File: src/rtl/pipeline_run_controller_if.sv
// Command port of the pipeline run controller (debug/UART side).
// A command transfers on a rising edge where cmd_valid && cmd_ready; the master holds op/count stable while valid.
interface pipeline_run_controller_if #(
   parameter int STEP_W = 16
);
   logic              cmd_valid;
   logic              cmd_ready;
   logic [1:0]        cmd_op;
   logic [STEP_W-1:0] cmd_count;

   modport master (output cmd_valid, cmd_op, cmd_count, input cmd_ready);
   modport slave  (input cmd_valid, cmd_op, cmd_count, output cmd_ready);
endinterface

File: src/rtl/pipeline_run_controller.sv
// Run/step/halt sequencer: drives the pipeline clock-enable and clear, drains
// the pipe after a halt instruction reaches IF, and counts enabled cycles.
module pipeline_run_controller #(
   parameter int CNT_W        = 32,
   parameter int STEP_W       = 16,
   parameter int DRAIN_CYCLES = 4
) (
   input  logic                 clk,
   input  logic                 reset,
   pipeline_run_controller_if.slave cmd,
   input  logic                 halt_instr,
   output logic                 pipe_en,
   output logic                 pipe_clr,
   output logic [1:0]           state,
   output logic                 halted,
   output logic                 done,
   output logic                 cmd_err,
   output logic [CNT_W-1:0]     cycle_count
);

   typedef enum logic [1:0] {
      S_IDLE  = 2'b00,
      S_RUN   = 2'b01,
      S_STEP  = 2'b10,
      S_DRAIN = 2'b11
   } state_t;

   localparam logic [1:0] OP_RUN   = 2'b00;
   localparam logic [1:0] OP_STEP  = 2'b01;
   localparam logic [1:0] OP_HALT  = 2'b10;
   localparam logic [1:0] OP_CLEAR = 2'b11;

   localparam logic [STEP_W-1:0] REM_ONE   = STEP_W'(1);
   localparam logic [STEP_W-1:0] REM_DRAIN = STEP_W'(DRAIN_CYCLES);

   state_t            state_q, state_d;
   logic [STEP_W-1:0] rem_q, rem_d;
   logic              pipe_en_q, pipe_en_d;
   logic              pipe_clr_q, pipe_clr_d;
   logic              halted_q, halted_d;
   logic              done_q, done_d;
   logic              cmd_err_q, cmd_err_d;
   logic              cmd_ready_q, cmd_ready_d;
   logic [CNT_W-1:0]  cnt_q, cnt_d;
   logic              accept;

   assign accept = cmd.cmd_valid && cmd_ready_q;

   always_comb begin
      state_d    = state_q;
      rem_d      = rem_q;
      halted_d   = halted_q;
      pipe_clr_d = 1'b0;
      done_d     = 1'b0;
      cmd_err_d  = 1'b0;
      cnt_d      = (pipe_en_q && (cnt_q != '1)) ? cnt_q + 1'b1 : cnt_q;

      case (state_q)
         S_IDLE: begin
            if (accept) begin
               case (cmd.cmd_op)
                  OP_RUN: begin
                     if (halted_q) cmd_err_d = 1'b1;
                     else          state_d   = S_RUN;
                  end
                  OP_STEP: begin
                     if (halted_q) begin
                        cmd_err_d = 1'b1;
                     end else if (cmd.cmd_count == '0) begin
                        done_d = 1'b1;
                     end else begin
                        state_d = S_STEP;
                        rem_d   = cmd.cmd_count;
                     end
                  end
                  OP_HALT: begin
                  end
                  OP_CLEAR: begin
                     pipe_clr_d = 1'b1;
                     cnt_d      = '0;
                     halted_d   = 1'b0;
                  end
                  default: begin
                  end
               endcase
            end
         end
         S_RUN, S_STEP: begin
            // An explicit HALT freezes the pipe in place and outranks a halt instruction.
            if (accept && (cmd.cmd_op == OP_HALT)) begin
               state_d = S_IDLE;
               rem_d   = '0;
               done_d  = 1'b1;
            end else begin
               if (accept) cmd_err_d = 1'b1;
               if (halt_instr && pipe_en_q) begin
                  state_d = S_DRAIN;
                  rem_d   = REM_DRAIN;
               end else if (state_q == S_STEP) begin
                  if (rem_q <= REM_ONE) begin
                     state_d = S_IDLE;
                     rem_d   = '0;
                     done_d  = 1'b1;
                  end else begin
                     rem_d = rem_q - 1'b1;
                  end
               end
            end
         end
         S_DRAIN: begin
            if (rem_q <= REM_ONE) begin
               state_d  = S_IDLE;
               rem_d    = '0;
               halted_d = 1'b1;
               done_d   = 1'b1;
            end else begin
               rem_d = rem_q - 1'b1;
            end
         end
         default: begin
            state_d = S_IDLE;
            rem_d   = '0;
         end
      endcase

      pipe_en_d   = (state_d != S_IDLE);
      cmd_ready_d = (state_d != S_DRAIN);
   end

   always_ff @(posedge clk or negedge reset) begin
      if (!reset) begin
         state_q     <= S_IDLE;
         rem_q       <= '0;
         pipe_en_q   <= 1'b0;
         pipe_clr_q  <= 1'b0;
         halted_q    <= 1'b0;
         done_q      <= 1'b0;
         cmd_err_q   <= 1'b0;
         cmd_ready_q <= 1'b1;
         cnt_q       <= '0;
      end else begin
         state_q     <= state_d;
         rem_q       <= rem_d;
         pipe_en_q   <= pipe_en_d;
         pipe_clr_q  <= pipe_clr_d;
         halted_q    <= halted_d;
         done_q      <= done_d;
         cmd_err_q   <= cmd_err_d;
         cmd_ready_q <= cmd_ready_d;
         cnt_q       <= cnt_d;
      end
   end

   assign cmd.cmd_ready = cmd_ready_q;
   assign pipe_en       = pipe_en_q;
   assign pipe_clr      = pipe_clr_q;
   assign state         = state_q;
   assign halted        = halted_q;
   assign done          = done_q;
   assign cmd_err       = cmd_err_q;
   assign cycle_count   = cnt_q;

endmodule

File: src/flat_wrapper.sv
// flat-port wrapper written by rule: the top's interface ports become plain ports
module pipeline_run_controller_flat 
#(
   parameter int CNT_W        = 32,
   parameter int STEP_W       = 16,
   parameter int DRAIN_CYCLES = 4
)
  (clk, reset, halt_instr, pipe_en, pipe_clr, state, halted, done, cmd_err, cycle_count, cmd_cmd_valid, cmd_cmd_op, cmd_cmd_count, cmd_cmd_ready);
  pipeline_run_controller_if #(.STEP_W(STEP_W)) cmd_i ();
  input  logic clk;
  input  logic reset;
  input  logic halt_instr;
  output logic pipe_en;
  output logic pipe_clr;
  output logic [1:0] state;
  output logic halted;
  output logic done;
  output logic cmd_err;
  output logic [CNT_W-1:0] cycle_count;
  input wire logic [$bits(cmd_i.cmd_valid)-1:0] cmd_cmd_valid;
  input wire logic [$bits(cmd_i.cmd_op)-1:0] cmd_cmd_op;
  input wire logic [$bits(cmd_i.cmd_count)-1:0] cmd_cmd_count;
  output wire logic [$bits(cmd_i.cmd_ready)-1:0] cmd_cmd_ready;
  assign cmd_i.cmd_valid = cmd_cmd_valid;
  assign cmd_i.cmd_op = cmd_cmd_op;
  assign cmd_i.cmd_count = cmd_cmd_count;
  assign cmd_cmd_ready = cmd_i.cmd_ready;
  pipeline_run_controller #(.CNT_W(CNT_W), .STEP_W(STEP_W), .DRAIN_CYCLES(DRAIN_CYCLES)) u_core (.clk(clk), .reset(reset), .cmd(cmd_i), .halt_instr(halt_instr), .pipe_en(pipe_en), .pipe_clr(pipe_clr), .state(state), .halted(halted), .done(done), .cmd_err(cmd_err), .cycle_count(cycle_count));
endmodule
File: config.mk
export PLATFORM = sky130hd
export DESIGN_NAME = pipeline_run_controller_flat
export DESIGN_NICKNAME = d
export VERILOG_FILES = /design/src/rtl/pipeline_run_controller_if.sv /design/src/rtl/pipeline_run_controller.sv /design/src/flat_wrapper.sv
export SDC_FILE = /design/constraint.sdc
export NUM_CORES = 1
export LEC_CHECK = 0
export CORE_MARGIN = 8
export CORE_UTILIZATION = 55
export CTS_CLUSTER_SIZE = 16
export DETAILED_ROUTE_END_ITERATION = 10
export PLACE_DENSITY_LB_ADDON = 0.12
export REMOVE_ABC_BUFFERS = 1
export SYNTH_ARGS = -nofsm -noshare
export SYNTH_HDL_FRONTEND = slang
export SYNTH_SLANG_ARGS = --single-unit
export TNS_END_PERCENT = 50
File: constraint.sdc
create_clock -name clk -period 6.3 [get_ports clk]
set_input_delay 1.26 -clock clk [delete_from_list [all_inputs] [get_ports clk]]
set_output_delay 1.26 -clock clk [all_outputs]
set_load 0.01 [all_outputs]
==> results.toml, run 1 <==
[setup_path]
critical-path-max-stage-delay_ns = 0.63
cp_data_required_time_ns = 6.53
worst-path-buf-inv = 2
cpMaxStageDelayCell = "sky130_fd_sc_hd__or4_1"
worst_path_dominant_cell_family = "simple AND/OR/NAND/NOR gates"
criticalPathCategory = "in -> reg"
end_kind = "flip-flop"
start_kind = "input port"
worstPathMaxFanout = 29
crit_chain = "clkdlybuf4s50_1, and3_1, nand3_1, inv_1, or4_1, o21ai_0"
worst-endpoint-arrival_ns = 3.81

[timing]
grt_setup_unrepaired = "false"
worst_pin_slew_ns = 0.941
max-slew-margin-rel = 0.372
post-route-min-period_ns = 3.58
finClkSkew_ns = 0.00943
fin_crit_sh = 0.569
setup_viol = 0
totalNegativeSetupSlack_ns = 0
report.final.hold_viol_count = 0
fmaxAchievable_mhz = 279
timing_max_transition_violations_final = 0

[detailed_routing]
wirelength_um = 8380
drt_pass_1_iters = 4
route.vias.total = 3234
antenna_violating_nets_post_route = 0
route.detailed.wl_per_inst_um = 16.5
route.detailed.drc = 0
routed_via_density = 6.35
dr.first_iter.drc_count = 156

[clocking]
post_cts.repair.setup_buffers = 0
cts-root-to-sink-buffers = 2
ctsHoldBuffers = 0
cts_sinks = 56
cts.repair.resized = 0
cts_tree = "yes"
htreeDepth = 2
numCtsBuffers = 5
clkSlewWorstSetupHoldPaths_ns = 0.11
clk_root_buffer_cell = "sky130_fd_sc_hd__clkbuf_8"
clock_latency_ns = 0.31

[pwr]
power.ir.vdd_worst_mv = 0.315
fin_total_pwr_w = 0.00164
total_leakage_power_nw = 1.65
power.density_cell_area_mw_per_mm2 = 399

[floorplan]
floorplan.die.height_um = 94.4
fp.coreArea_mm2 = 0.00592
initial_core_util = 0.571
placementRows = 28
die_x_um = 94.4
dieArea_mm2 = 0.00891
io_pins = 62

[cells_and_area]
most_frequent_cells_in_the_layout = "sky130_fd_sc_hd__clkdlybuf4s50_1 (60), sky130_fd_sc_hd__dfrtp_1 (55), sky130_fd_sc_hd__nand2_1 (48), sky130_fd_sc_hd__nor2_1 (26), sky130_fd_sc_hd__o21ai_0 (25)"
net_total_in_the_final_layout = 462
mostFrequentLayoutCell = "sky130_fd_sc_hd__clkdlybuf4s50_1"
antenna_cells_inserted = 0
drive_gt1_frac = 0.0438
area.growth.synth_to_final_pct = 21.7
finalInstanceArea_mm2 = 0.00411

[global_routing]
first_global_vias = 3031
grt_start_max_net_pins = 57
global_routing_usage_summed_across_all_routing_layers = 0.187
grt_pass1_wl_um = 13900
antenna_found_initial = 0
grt_overflow = 0

[synth]
synth.distinct_cells = 53
ys_ff_latch = 56
netlist_area_mm2 = 0.00338
ys_dominant_reg_cell = "sky130_fd_sc_hd__dfrtp_1"
ys_warn_count = 0
number_of_enable_flip_flop_cells_after_synthesis = 0
seq_area_frac_synth = 0.415
synth_cells = 384
postSynth.asyncResetShare = 1.00
synth.avg_cell_area_um2 = 8.80

[run_status]
run_status = "complete, no violations"

[placed_design]
io_buffer_count = 61
hpwl_um = 6000
postPlaceCellArea_mm2 = 0.00400
globalplace.congestion = 0.899

[run]
cap_viol_max_count = 0

[worst_hold_path]
hold_class = "reg -> reg"
## cells in the mapped netlist (all sizes together), types with 2 or more instances
cell type   n  share of area
clkbuf     12          0.013
o2111ai     2         0.0052
dfrtp      55           0.41
inv        12          0.013
o221ai      2         0.0052
a211o       2         0.0052
a21oi      16          0.024
nand3      15          0.022
a211oi      2         0.0044
and2        3         0.0056
nor2       26          0.029
o41ai       5          0.013
o211ai     11          0.024
a22o        9          0.023
and4        4          0.010
xnor2       3         0.0078
a2bb2oi     2         0.0052
nand4      14          0.026
a31oi       3         0.0056
nand2b      3         0.0056
or4        17          0.040
nor4       12          0.027
nor3       10          0.015
xor2        8          0.021
a22oi       2         0.0044
o21ai      31          0.047
or3         9          0.017
mux2i       6          0.018
ha          7          0.026
nand2      48          0.053
buf         9          0.014
o31a        3         0.0078
and3        4         0.0074
o31ai       5          0.013
## area by class of cell
class | count | area (um2)
clock buffers | 5 | 68.8
clock inverters | 3 | 42.5
fillers | 482 | 1810
inverters | 12 | 45.0
multi-input cells | 295 | 1840
flip-flops and latches | 56 | 1400
well taps | 75 | 93.8
repair buffers | 63 | 621
## routing by layer
metal	vias up	track usage	wire, um
li1	1558	-	-
met5	-	0	0
met4	0	0.0594	126
met2	97	0.330	4140
met3	13	0.0294	473
met1	1566	0.226	3640
## through the flow
| stage | cells | util | worst slack, ns | hold slack [ns] |
|---|---|---|---|---|
| global placement | 501 | 0.676 | 2.46 | 0.479 |
| CTS | 509 | 0.695 | 2.71 | 0.519 |
| detailed placement | 501 | 0.676 | 2.37 | 0.489 |
| finish | 509 | 0.695 | 2.72 | 0.518 |
| floorplan | 363 | - | 2.93 | 0.459 |
| global route | 509 | 0.695 | 2.52 | 0.534 |
## worst paths after layout
check                      slack, ns                      to  cells past startpoint       startpoint
setup reg to reg                2.86  u_core.cycle_count[11]                      6  u_core.state[1]
min in group asynchronous       1.08  u_core.cycle_count[16]                      2            reset
setup / recovery                2.72  u_core.cycle_count[11]                      6    cmd_cmd_op[1]
hold reg to reg                 0.52         u_core.rem_q[3]                      1  u_core.rem_q[3]
hold / removal                  0.52         u_core.rem_q[3]                      1  u_core.rem_q[3]
max in group asynchronous       4.75        u_core.rem_q[14]                      2            reset
## cells by family (layout without fill, tap and decap cells)
kind of cell    count (synthesis)  in the layout  synth area share
simple gates                  168            168             0.265
compound gates                103            103             0.207
flops                          56             56             0.415
buf+inv                        33             83            0.0407
xor+xnor                       11             11            0.0285
fa+ha+maj                       7              7            0.0259
mux                             6              6            0.0178
## power breakdown
part,switching (W),internal (W),leakage [nW],total [W]
clock network,0.000120,0.000118,0.0541,0.000238
logic,0.000426,0.000352,0.858,0.000778
registers,0.000149,0.000477,0.742,0.000626
## sequential cells by signal (all words and copies together) (netlist names)
register              cells
u_core.rem_q             16
u_core.cmd_err            1
u_core.cycle_count       32
u_core.cmd.cmd_ready      1
u_core.halted             1
u_core.pipe_clr           1
u_core.pipe_en            1
u_core.done               1
u_core.state              2
Power figures use the tool's default switching activity.
==> run 2, diff against run 1 <==
--- a/config.mk
+++ b/config.mk
@@ -6,7 +6,7 @@
 export NUM_CORES = 1
 export LEC_CHECK = 0
 export CORE_MARGIN = 8
-export CORE_UTILIZATION = 55
+export CORE_UTILIZATION = 53
 export CTS_CLUSTER_SIZE = 16
 export DETAILED_ROUTE_END_ITERATION = 10
 export PLACE_DENSITY_LB_ADDON = 0.12
==> constraint.sdc (replaced) <==
create_clock -name clk -period 3.4 [get_ports clk]
set_input_delay 0.68 -clock clk [delete_from_list [all_inputs] [get_ports clk]]
set_output_delay 0.68 -clock clk [all_outputs]
set_load 0.01 [all_outputs]
==> results.toml, run 2 (synthesis gave the netlist of run 1 again) <==
[placed_design]
io_buffer_count = 61
postPlaceCellArea_mm2 = 0.00404
hpwl_um = 6390
globalplace.congestion = 0.833

[cells_and_area]
antenna_cells_inserted = 0
net_total_in_the_final_layout = 467
multi_input_area_mm2 = 0.00184
number_of_fillers_in_the_final_layout = 519
finalInstanceArea_mm2 = 0.00413
drive_gt1_frac = 0.0524
mostFrequentLayoutCell = "sky130_fd_sc_hd__clkdlybuf4s50_1"
largest_reg_flops = 32
area.growth.synth_to_final_pct = 22.2
most_frequent_cells_in_the_layout = "sky130_fd_sc_hd__clkdlybuf4s50_1 (60), sky130_fd_sc_hd__dfrtp_1 (55), sky130_fd_sc_hd__nand2_1 (48), sky130_fd_sc_hd__nor2_1 (26), sky130_fd_sc_hd__o21ai_0 (25)"
final-seq-area_mm2 = 0.00140

[setup_path]
regToRegSetupSlack_ns = 0.74
worst-path-buf-inv = 0
worst_path_dominant_cell_family = "simple AND/OR/NAND/NOR gates"
criticalPathCategory = "reg -> reg"
worstPathMaxFanout = 8
end_kind = "flip-flop"
critical_path.reg2reg.startpoint = "u_core.rem_q[4]"
worst-endpoint-arrival_ns = 2.83
critical-path-max-stage-delay_ns = 0.55
cp_data_required_time_ns = 3.57
crit_chain = "or3_1, nor4_1, nand3_1, a221oi_1, o211ai_1"
start_kind = "flip-flop"
cpMaxStageDelayCell = "sky130_fd_sc_hd__nor4_1"
critical_path.startpoint = "u_core.rem_q[4]"

[timing]
grt_setup_unrepaired = "false"
totalNegativeSetupSlack_ns = 0
worst_pin_slew_ns = 0.675
fmaxAchievable_mhz = 376
post-route-min-period_ns = 2.66
setup_viol = 0
fin_crit_sh = 0.782
timing_max_transition_violations_final = 0
report.final.hold_viol_count = 0
max-slew-margin-rel = 0.546
finClkSkew_ns = 0.0119

[pwr]
power.ir.vdd_worst_mv = 0.512
power.density_cell_area_mw_per_mm2 = 730
total_leakage_power_nw = 1.66

[detailed_routing]
drt_pass_1_iters = 4
dr.first_iter.drc_count = 121
route.detailed.drc = 0
wirelength_um = 8730
antenna_violating_nets_post_route = 0
routed_via_density = 6.34
route.vias.total = 3272
route.detailed.wl_per_inst_um = 16.9

[clocking]
cts_tree = "yes"
clock_latency_ns = 0.31
cts.repair.resized = 0
ctsHoldBuffers = 0
post_cts.repair.setup_buffers = 0
htreeDepth = 2
numCtsBuffers = 5
cts_sinks = 56
clkSlewWorstSetupHoldPaths_ns = 0.11
cts-root-to-sink-buffers = 2
clk_root_buffer_cell = "sky130_fd_sc_hd__clkbuf_8"

[floorplan]
fp.coreArea_mm2 = 0.00624
dieArea_mm2 = 0.00919
io_pins = 62
die_x_um = 95.9
initial_core_util = 0.541
floorplan.die.height_um = 95.9
placementRows = 29

[run_status]
run_status = "complete, no violations"

[global_routing]
grt_start_max_net_pins = 39
grt_pass1_wl_um = 14500
first_global_vias = 3033
global_routing_usage_summed_across_all_routing_layers = 0.193
antenna_found_initial = 0
grt_overflow = 0

[run]
cap_viol_max_count = 0

[worst_hold_path]
hold_class = "in -> async"
==> run 2: cell types whose count changed in the layout (fill, tap and decap cells not counted) <==
cell	before	now
sky130_fd_sc_hd__clkinv_4	0	1
sky130_fd_sc_hd__clkbuf_1	0	1
sky130_fd_sc_hd__clkinv_2	1	0
sky130_fd_sc_hd__bufinv_16	1	0
sky130_fd_sc_hd__buf_4	2	7
==> run 2: per-stage QoR <==
stage                     hold WS (ns)  power (W)  std cells   util  setup WS [ns]
after floorplan                  0.384    0.00201        363      -          0.558
after detailed placement         0.494    0.00265        508  0.648          0.614
after CTS                        0.295    0.00302        516  0.662          0.770
after global routing             0.308    0.00323        516  0.662          0.508
final                            0.277    0.00301        516  0.662          0.741
after global placement           0.480    0.00259        508  0.648          0.673
==> run 2: path summary, 6_finish.rpt <==
path / end / cells past startpoint
min in group clk: u_core.rem_q[6] / 1
hold reg to reg: u_core.rem_q[6] / 1
hold / removal: u_core.cycle_count[15] / 1
max in group asynchronous: u_core.cmd.cmd_ready / 2
setup / recovery: u_core.pipe_en / 5
setup reg to reg: u_core.pipe_en / 5
==> run 2: power by group <==
part | switching (W) | leakage [nW] | internal, W
sequential | 0.000273 | 0.742 | 0.000883
clock | 0.000231 | 0.0414 | 0.000148
combinational | 0.000799 | 0.882 | 0.000680
total | 0.00130 | 1.66 | 0.00171
==> run 2: final cells by class <==
type | instances | share of cell area
clock inverter | 2 | 0.00394
multi-input combinational | 295 | 0.445
clock buffer | 6 | 0.0176
sequential | 56 | 0.340
timing repair buffer | 68 | 0.159
tap | 77 | 0.0233
inverter | 12 | 0.0109
==> run 2: routing by layer <==
layer  global-route usage  part of all wire  vias to the layer above
met5                    0                 0                        -
met4               0.0653             0.015                        0
met3               0.0273             0.058                       12
met2                0.339              0.51                      103
met1                0.237              0.42                     1593
li1                     -                 -                     1564
==> run 2: worst register-to-register path, stage by stage (launching register included) <==
cell                       delay [ns]
sky130_fd_sc_hd__dfrtp_1         0.47
sky130_fd_sc_hd__or3_1           0.49
sky130_fd_sc_hd__nor4_1          0.55
sky130_fd_sc_hd__nand3_1         0.36
sky130_fd_sc_hd__a221oi_1        0.50
sky130_fd_sc_hd__o211ai_1        0.17
==> run 3, diff against run 2 <==
--- a/config.mk
+++ b/config.mk
@@ -6,7 +6,7 @@
 export NUM_CORES = 1
 export LEC_CHECK = 0
 export CORE_MARGIN = 8
-export CORE_UTILIZATION = 53
+export CORE_UTILIZATION = 48
 export CTS_CLUSTER_SIZE = 16
 export DETAILED_ROUTE_END_ITERATION = 10
 export PLACE_DENSITY_LB_ADDON = 0.12
==> constraint.sdc (replaced) <==
create_clock -name clk -period 2.15 [get_ports clk]
set_input_delay 0.43 -clock clk [delete_from_list [all_inputs] [get_ports clk]]
set_output_delay 0.43 -clock clk [all_outputs]
set_load 0.01 [all_outputs]
==> results.toml, run 3 (synthesis gave the netlist of run 1 again) <==
[run_status]
run_status = "finished with violations"
failed_checks = "negative setup slack"

[detailed_routing]
routed_via_density = 5.88
route.detailed.wl_per_inst_um = 15.7
antenna_violating_nets_post_route = 0
dr.first_iter.drc_count = 225
wirelength_um = 9340
route.detailed.drc = 0
drt_pass_1_iters = 4
route.vias.total = 3498

[setup_path]
worst_r2r_path_depth = 5
worstPathMaxFanout = 8
worst-endpoint-arrival_ns = 2.42
critical_path.reg2reg.startpoint = "u_core.rem_q[6]"
start_kind = "flip-flop"
crit_path_end = "u_core.rem_q[14]"
end_kind = "flip-flop"
crit_top_cell = "sky130_fd_sc_hd__or4_4"
cpMaxStageDelayCell = "sky130_fd_sc_hd__or4_4"
criticalPathCategory = "reg -> reg"
regToRegSetupSlack_ns = -0.02
crit_chain = "or3_4, or4_4, or4_4, o21ai_2, a22o_1"
r2r_end = "u_core.rem_q[14]"
cp_data_required_time_ns = 2.40
critical-path-max-stage-delay_ns = 0.53
critical_path.startpoint = "u_core.rem_q[6]"

[pwr]
fin_total_pwr_w = 0.00551
total_leakage_power_nw = 2.01
power.ir.vdd_worst_mv = 0.946
power.density_cell_area_mw_per_mm2 = 1160

[timing]
post-route-min-period_ns = 2.17
finClkSkew_ns = 0.0108
totalNegativeSetupSlack_ns = -0.0195
setup_viol = 1
max-slew-margin-rel = 0.627
worst_pin_slew_ns = 0.559
worst_slack_ns = -0.0195
grt_setup_unrepaired = "true"
timing_max_transition_violations_final = 0
fin_crit_sh = 1.01
report.final.hold_viol_count = 0
fmaxAchievable_mhz = 461

[cells_and_area]
mostFrequentLayoutCell = "sky130_fd_sc_hd__buf_4"
fin_cells = 595
drive_gt1_frac = 0.190
finalCoreUtilization = 0.697
largest_reg_flops = 32
area.growth.synth_to_final_pct = 40.1
net_total_in_the_final_layout = 527
most_frequent_cells_in_the_layout = "sky130_fd_sc_hd__buf_4 (64), sky130_fd_sc_hd__clkdlybuf4s50_1 (60), sky130_fd_sc_hd__dfrtp_1 (55), sky130_fd_sc_hd__nand2_1 (48), sky130_fd_sc_hd__nor2_1 (26)"
antenna_cells_inserted = 0
finalInstanceArea_mm2 = 0.00473

[placed_design]
postPlaceCellArea_mm2 = 0.00454
placed_cells = 585
hpwl_um = 6940
io_buffer_count = 61
globalplace.congestion = 0.908

[floorplan]
placementRows = 30
io_pins = 62
floorplan.die.height_um = 99.9
initial_core_util = 0.497
dieArea_mm2 = 0.00998
die_x_um = 99.9
fp.coreArea_mm2 = 0.00679

[global_routing]
first_global_vias = 3443
grt_pass1_wl_um = 15900
global_routing_usage_summed_across_all_routing_layers = 0.191
grt_overflow = 0
antenna_found_initial = 0
grt_start_max_net_pins = 34

[clocking]
cts_sinks = 56
cts-root-to-sink-buffers = 2
cts_tree = "yes"
htreeDepth = 2
clkSlewWorstSetupHoldPaths_ns = 0.10
numCtsBuffers = 5
clk_root_buffer_cell = "sky130_fd_sc_hd__clkbuf_8"
ctsHoldBuffers = 0
clock_latency_ns = 0.31

[worst_hold_path]
hold_class = "in -> async"

[run]
cap_viol_max_count = 0
==> run 3: cell count changes in the layout (fill, tap and decap cells not counted), sizes merged <==
cell and change:
clkinvlp -1, clkbuf +1, buf +60, bufinv +1, clkinv -1
==> run 3: metrics by stage <==
step | setup slack [ns] | hold slack [ns]
finish | -0.0195 | 0.0868
global placement | -0.105 | 0.451
global route | -0.0990 | 0.119
CTS | -0.00665 | 0.0988
floorplan | -0.692 | 0.134
detailed placement | -0.190 | 0.453
==> run 3: how the worst min path moves through the flow <==
stage	endpoint	slack, ns
6_report	u_core.cycle_count[14]	0.09
5_1_grt	u_core.cycle_count[14]	0.12
4_1_cts	u_core.cycle_count[14]	0.1
3_5_place_dp	u_core.cycle_count[14]	0.45
3_3_place_gp	u_core.cycle_count[14]	0.45
2_1_floorplan	u_core.cmd_err	0.13
==> run 3: what timing repair did <==
action	4_1_cts	5_1_grt
gates resized for setup	2	9
buffers inserted	0	2
endpoints found under the setup margin	5	19
==> run 3: worst max-delay path, delay by kind of cell (launching register included) <==
kind	cells	cell delay [ns]
simple gates	3	1.43
flops	1	0.40
compound gates	2	0.29
==> run 3: power breakdown <==
group / total (W) / internal (W) / switching (W) / leakage, nW
clock network: 0.000760 / 0.000412 / 0.000348 / 0.0645
registers: 0.00172 / 0.00140 / 0.000319 / 0.742
logic: 0.00304 / 0.00150 / 0.00154 / 1.21
==> run 3: metal layers <==
layer | wire [um] | GRT usage
met5 | 0 | 0
met4 | 129 | 0.0698
met3 | 541 | 0.0408
met2 | 4840 | 0.346
met1 | 3830 | 0.215
==> run 3: layout make-up <==
| type | instances | area, um2 |
|---|---|---|
| multi-input cells | 295 | 1890 |
| inverters | 12 | 45.0 |
| clock buffers | 7 | 96.3 |
| repair buffers | 128 | 1150 |
| fillers | 540 | 2060 |
| clock inverters | 1 | 30.0 |
| well taps | 96 | 120 |
| flip-flops and latches | 56 | 1400 |
